**src/rtl/rv_core_pkg.sv**
```systemverilog
// Shared definitions for the fetch stage.
//   DefaultPcW    : default word-index PC width
//   InsnNop       : ADDI x0,x0,0, used as the IF/ID reset value
//   InsnEcall     : ECALL encoding, recognised when FETCH_HALT_EN is defined
//   fetch_state_e : fetch FSM states
package rv_core_pkg;

  localparam int unsigned DefaultPcW = 10;

  localparam logic [31:0] InsnNop   = 32'h0000_0013;
  localparam logic [31:0] InsnEcall = 32'h0000_0073;

  typedef enum logic [1:0] {
    StIdle,
    StRun,
    StHalt
  } fetch_state_e;

endpackage

```
**src/rtl/if_id_reg.sv**
```systemverilog
// IF/ID pipeline register with valid/ready handshake toward decode.
// Ports:
//   clk, rst      : clock, synchronous active-high reset
//   load_i        : capture insn_i/pc_i and mark valid
//   flush_i       : drop the held entry (wins over load_i)
//   ready_i       : decode accepts the held entry this cycle
//   insn_i, pc_i  : instruction and its word index to capture
//   valid_o       : entry is valid
//   insn_o, pc_o  : held instruction and its word index
module if_id_reg
  import rv_core_pkg::*;
#(
  parameter int unsigned PC_W = DefaultPcW
) (
  input  logic            clk,
  input  logic            rst,
  input  logic            load_i,
  input  logic            flush_i,
  input  logic            ready_i,
  input  logic [31:0]     insn_i,
  input  logic [PC_W-1:0] pc_i,
  output logic            valid_o,
  output logic [31:0]     insn_o,
  output logic [PC_W-1:0] pc_o
);

  logic            valid_q, valid_d;
  logic [31:0]     insn_q, insn_d;
  logic [PC_W-1:0] pc_q, pc_d;

  always_comb begin
    valid_d = valid_q;
    insn_d  = insn_q;
    pc_d    = pc_q;
    if (flush_i) begin
      valid_d = 1'b0;
    end else if (load_i) begin
      valid_d = 1'b1;
      insn_d  = insn_i;
      pc_d    = pc_i;
    end else if (valid_q && ready_i) begin
      // Drained with nothing new behind it.
      valid_d = 1'b0;
    end
  end

  always_ff @(posedge clk) begin
    if (rst) begin
      valid_q <= 1'b0;
      insn_q  <= InsnNop;
      pc_q    <= '0;
    end else begin
      valid_q <= valid_d;
      insn_q  <= insn_d;
      pc_q    <= pc_d;
    end
  end

  assign valid_o = valid_q;
  assign insn_o  = insn_q;
  assign pc_o    = pc_q;

endmodule

```
**src/rtl/pc_fetch.sv**
```systemverilog
// Instruction fetch: PC sequencing, fetch FSM and the IF/ID register.
// pc_out addresses a combinational instruction memory; the returned insn_in is
// captured into IF/ID, so an instruction appears on id_insn one cycle after its
// index is on pc_out. Redirects flush IF/ID and retarget the PC.
// Optional feature (macro FETCH_HALT_EN): fetching ECALL stops fetch in HALT
// until a redirect or reset; without it halted is tied 0.
// Ports:
//   clk, rst                     : clock, synchronous active-high reset
//   pc_out                       : word index to instruction memory
//   insn_in                      : instruction at pc_out
//   redirect_valid, redirect_pc  : branch/jump redirect from execute
//   id_valid, id_ready           : IF/ID handshake with decode
//   id_insn, id_pc               : IF/ID contents
//   halted                       : fetch stopped on ECALL
module pc_fetch
  import rv_core_pkg::*;
#(
  parameter int unsigned     PC_W     = DefaultPcW,
  parameter logic [PC_W-1:0] RESET_PC = '0
) (
  input  logic            clk,
  input  logic            rst,
  output logic [PC_W-1:0] pc_out,
  input  logic [31:0]     insn_in,
  input  logic            redirect_valid,
  input  logic [PC_W-1:0] redirect_pc,
  output logic            id_valid,
  input  logic            id_ready,
  output logic [31:0]     id_insn,
  output logic [PC_W-1:0] id_pc,
  output logic            halted
);

  fetch_state_e    state_q, state_d;
  logic [PC_W-1:0] pc_q, pc_d;

  logic active;     // RUN or HALT: redirects are honoured
  logic redirect;
  logic fetch_load;
  logic flush;

  always_comb begin
    active     = (state_q != StIdle);
    redirect   = active && redirect_valid;
    fetch_load = (state_q == StRun) && !redirect_valid && (!id_valid || id_ready);
    flush      = redirect;
  end

  // State register.
  always_ff @(posedge clk) begin
    if (rst) begin
      state_q <= StIdle;
      pc_q    <= RESET_PC;
    end else begin
      state_q <= state_d;
      pc_q    <= pc_d;
    end
  end

  // Next state and next PC.
  always_comb begin
    state_d = state_q;
    pc_d    = pc_q;
    unique case (state_q)
      StIdle: state_d = StRun;
      StRun, StHalt: begin
        if (redirect) begin
          state_d = StRun;
          pc_d    = redirect_pc;
        end else if (fetch_load) begin
          pc_d = pc_q + 1'b1;  // wraps modulo 2^PC_W
`ifdef FETCH_HALT_EN
          if (insn_in == InsnEcall) state_d = StHalt;
`endif
        end
      end
      default: state_d = StIdle;
    endcase
  end

  // Outputs.
  always_comb begin
    pc_out = pc_q;
`ifdef FETCH_HALT_EN
    halted = (state_q == StHalt);
`else
    halted = 1'b0;
`endif
  end

  if_id_reg #(
    .PC_W(PC_W)
  ) u_if_id_reg (
    .clk    (clk),
    .rst    (rst),
    .load_i (fetch_load),
    .flush_i(flush),
    .ready_i(id_ready),
    .insn_i (insn_in),
    .pc_i   (pc_q),
    .valid_o(id_valid),
    .insn_o (id_insn),
    .pc_o   (id_pc)
  );

endmodule
```
**config.mk**
```make
export PLATFORM = sky130hd
export DESIGN_NAME = pc_fetch
export DESIGN_NICKNAME = d
export VERILOG_FILES = /design/src/rtl/rv_core_pkg.sv /design/src/rtl/if_id_reg.sv /design/src/rtl/pc_fetch.sv
export SDC_FILE = /design/constraint.sdc
export NUM_CORES = 1
export LEC_CHECK = 0
export ABC_AREA = 1
export CAP_MARGIN = 20
export CORE_AREA = 3 3 78 80
export DETAILED_ROUTE_END_ITERATION = 8
export DIE_AREA = 0 0 81 83
export PLACE_DENSITY = 0.76
export SLEW_MARGIN = 20
export SYNTH_ARGS = -nofsm -noshare
export SYNTH_HDL_FRONTEND = slang
export SYNTH_SLANG_ARGS = --single-unit
```
**constraint.sdc**
```tcl
create_clock -name clk -period 1.48 [get_ports clk]
set_input_delay 0.222 -clock clk [delete_from_list [all_inputs] [get_ports clk]]
set_output_delay 0.222 -clock clk [all_outputs]
set_load 0.01 [all_outputs]
```
**Yosys cells after proc, flatten, opt, wreduce, memory -nomap -nowiden**

Cells that the tools add are included.

- Flip-flop bits (word level): 55
- Input bits: 46
- Output and inout bits: 54
- Logic and storage cells: 31

- Add/subtract/negate cells: 1
- Equal/unequal tests: 3
- Muxes and demuxes: 6
- Bitwise gates (word level): 1
- Reductions and logical operators: 15

Operators with widths:

| operator | number |
|---|---|
| $mux 10 | 2 |
| $add 10x1->10 const B | 1 |
| $reduce_bool 2->1 | 3 |
| $logic_and 1x1->1 | 4 |
| $pmux 2 s2 | 1 |
| $reduce_and 2->1 | 2 |
| $reduce_or 2->1 | 2 |
| $eq 2x1->1 const B | 1 |
| $eq 2x2->1 const B | 1 |
| $logic_not 1->1 | 2 |
| $logic_not 2->1 | 1 |
| $mux 1 | 2 |
| $mux 2 | 1 |
| $ne 2x2->1 const B | 1 |
| $logic_or 1x1->1 | 1 |
| $not 1->1 | 1 |

**Logic depth before layout (Yosys ltp)**

- Depth in word-level cells: 5
- Gate-level depth with buffers: 9
- Gate-level depth less buffers: 9

**By module**

From an unflattened synthesis, not the netlist that was laid out.

- Cells, all modules: 383
- Area total of the unflattened synthesis: 2546.2 um2

Modules (own cells, without submodules):

| module | times used | cells an instance | area each (um2) |
|---|---|---|---|
| if_id_reg | 1 | 273 | 1820.5 |
| pc_fetch | 1 | 110 | 725.7 |

**Worst setup path after synthesis**

OpenSTA, ideal clock, no wires.

- Path kind: reg-to-reg
- From: register pc_q[0] (netlist: pc_out[0])
- To: register pc_q[6] (netlist: pc_out[6])
- Arrival time: 1179 ps
- Slack: 192 ps
- Stages on the path, launching flop included: 9
- Path buffers: 0
- Period minus slack after synthesis: 1288 ps
- Cells stage by stage: dfxtp_1 ha_1 nand2_1 nor2_1 nand4_1 nand2_1 nand3_1 nand2_1 inv_1

- Word-level cells in the longest chain between the ends: 3

Ends and longest elaborated chain:

| element | line | text |
|---|---|---|
| start: declaration | pc_fetch.sv:35 | `logic [PC_W-1:0] pc_q, pc_d;` |
| start signal: assignment | pc_fetch.sv:56 | `pc_q <= pc_d;` |
| $add 10x1->10 | pc_fetch.sv:71 | `pc_d = pc_q + 1'b1;` |
| $mux 10 | pc_fetch.sv:70 | `end else if (fetch_load) begin` |
| $mux 10 | pc_fetch.sv:67 | `if (redirect) begin` |

No other way between the ends. The select of a mux whose other input is x is not followed.
A chain may end at the register's enable or synchronous reset.

**Worst setup path after layout**

- From: register u_if_id_reg.insn_q[21] (netlist: u_if_id_reg.insn_o[21])
- To: output port id_insn[21]

RTL lines:

| element | line | text |
|---|---|---|
| start: declaration | if_id_reg.sv:28 | `logic [31:0] insn_q, insn_d;` |
| start signal: assignment | if_id_reg.sv:50 | `insn_q <= InsnNop;` |
| start signal: assignment | if_id_reg.sv:54 | `insn_q <= insn_d;` |
| end: declaration | pc_fetch.sv:29 | `output logic [31:0] id_insn,` |

No word-level cell between the ends.

==> results.sh <==
export IMPL_worstSetupStartpointType="flip-flop"
export IMPL_start_util=0.3937
export IMPL_rsz0062_at_grt="false"
export IMPL_grt_pass1_vias=2247
export IMPL_critPathRequiredTime_ns=1.26
export IMPL_cp_arrival_ns=1.20
export IMPL_die_area_um2=6723
export IMPL_gp_congestion=0.8276
export IMPL_crit_path_max_fanout=2
export IMPL_worst_clock_skew_ns=0.007400
export IMPL_drt_iter0_markers=130
export IMPL_grt_max_degree=49
export IMPL_std_cell_rows=27
export IMPL_most_common_layout_cells="clkdlybuf4s50_1, nor2_1, dfxtp_1, o21ai_0, nand2_1"
export IMPL_dr_pass1_iters=4
export IMPL_syn_inst=290
export IMPL_io_pins=100
export IMPL_viasPerCell=4.805
export IMPL_grt_pass1_wl_um=9832
export IMPL_portBuffers=98
export IMPL_grt_overflow=0
export IMPL_ant_nets=0
export IMPL_synth_cell_area_um2=2155
export IMPL_finalHoldViolations=0
export IMPL_final_common_cell="clkdlybuf4s50_1"
export IMPL_hold_class="reg2reg"
export IMPL_post_synth_cell_area_avg_um2=7.430
export IMPL_synth_nets=337
export IMPL_dp_hpwl_um=4432
export IMPL_fin_ws_ns=0.05428
export IMPL_power_density_nw_per_um2=901.4
export IMPL_crit_path_max_incr_delay_ns=0.55
export IMPL_stdcell_area_um2=3431
export IMPL_area_growth_pct=59.23
export IMPL_dp_cells=464
export IMPL_crit_path_top_delay_cell="clkdlybuf4s50_1"
export IMPL_nets=446
export IMPL_core_area_um2=5473
export IMPL_root_buffer="clkbuf_8"
export IMPL_wl_per_cell_um=12.74
export IMPL_antenna_cells=0
export IMPL_ys_ff_latch=54
export IMPL_timing_final_crit_share=0.9633
export IMPL_fin_util=0.6269
export IMPL_clock_fmax_mhz=701.4
export IMPL_fin_crit_ns=1.426
export IMPL_tns_ns=0
export IMPL_post_cts_repair_setup_buffers=0
export IMPL_critPathTopFamily="buffers and inverters"
export IMPL_clockBufferDepth=2
export IMPL_place_area_um2=3322
export IMPL_ys_seq_area_frac=0.5017
export IMPL_final_max_slew_viol_count=0
export IMPL_cap_violations=0
export IMPL_vias=2268
export IMPL_cts_tree="yes"
export IMPL_cp_num_buf_inv=1
export IMPL_h_tree_depth=2
export IMPL_setup_violations=0
export IMPL_instances_no_fill=472
export IMPL_fp_dieW_um=81
export IMPL_numCtsBuffers=5
export IMPL_worstSetupPathType="reg2out"
export IMPL_drc=0
export IMPL_cts_sinks=54
export IMPL_endpoint_kind="output pin"
export IMPL_ys_warn_count=0
export IMPL_grtUsageTotal=0.1804
export IMPL_antenna_found_initial=0
export IMPL_path_clk_slew_ns=0.09
export IMPL_place_ws_ns=-0.1065
export IMPL_p_leak_nw=1.543
export IMPL_ir_worst_vdd_mv=0.5344
export IMPL_die_h_um=83
export IMPL_yosysUniqueCellTypes=23
export IMPL_path_cells="clkdlybuf4s50_1"
export IMPL_insertion_delay_ns=0.31
export IMPL_status="finished, final reports clean"
export IMPL_final_layout_size_suffix_gt1_frac=0.1000
export IMPL_routed_wl_um=6014
## what timing repair did
action | in CTS | in global routing
gates resized for setup | 8 | 7
pin swaps | 0 | 0
hold buffers | 0 | 0
endpoints found under the setup margin | 7 | 7
gates cloned | 0 | 0
## cells in the mapped netlist, drive strengths merged
library cell | instances | area, µm²
nor3 | 2 | 10.01
o21ai | 42 | 210.2
nand3 | 15 | 75.07
o211ai | 2 | 15.01
dfxtp | 54 | 1081
a31oi | 2 | 12.51
inv | 16 | 60.06
a211oi | 3 | 22.52
nand4 | 3 | 18.77
a21oi | 9 | 45.04
nor2 | 80 | 310.3
buf | 14 | 100.1
ha | 1 | 12.51
nand2 | 43 | 166.4
conb | 1 | 3.750
clkbuf | 3 | 11.26
## stage by stage
stage                     hold slack, ns  power, mW
after floorplan                   0.2911      1.886
after global placement            0.4542      2.285
after detailed placement          0.4553      2.293
after CTS                         0.4758      3.130
after global routing              0.4866      3.250
final                             0.4711      3.093
## report_power, final
part           internal [mW]  switching, mW
clock                  0.339          0.498
combinational          0.368          0.277
sequential              1.55         0.0578
total                   2.26          0.832
## worst reg2reg max path, delay by kind of cell (launching register included)
kind          cells  cell delay, ns
flops             1            0.38
buf+inv           1            0.04
simple gates      6            0.65
fa+ha+maj         1            0.17
## final cells by class
class / instances / area (µm²)
well taps: 72 / 90.09
multi-input cells: 203 / 902.1
clock inverters: 3 / 23.77
flip-flops and latches: 54 / 1087
inverters: 16 / 60.06
fillers: 490 / 2042
clock buffers: 5 / 68.82
repair buffers: 119 / 1199
## cells by family after synthesis
logic type,synth area share
AOI/OAI and AO/OA,0.1417
and+or+nand+nor,0.2695
DFF,0.5017
adders and majority gates,0.005806
other,0.001740
buffers and inverters,0.07956
## sequential cells by signal, summed over array words and instances (netlist names)
register	flops
pc_out	10
state_q	1
u_if_id_reg.insn_o	32
u_if_id_reg.pc_o	10
u_if_id_reg.valid_o	1
## final timing paths
check        cells after the start               endpoint  slack, ns                   start
max                              1            id_insn[21]       0.05  u_if_id_reg.insn_o[21]
min                              2  u_if_id_reg.insn_o[1]       0.47   u_if_id_reg.insn_o[1]
max reg2reg                      8              pc_out[6]       0.15               pc_out[1]
min reg2reg                      2  u_if_id_reg.insn_o[1]       0.47   u_if_id_reg.insn_o[1]
## layer usage
metal,share of wire,GRT usage,vias to the layer above
met4,0.015,0.05530,0
li1,-,-,1146
met5,0,0,-
met2,0.48,0.3077,87
met1,0.43,0.2182,1026
met3,0.071,0.04664,9
Power figures use the tool's default switching activity.
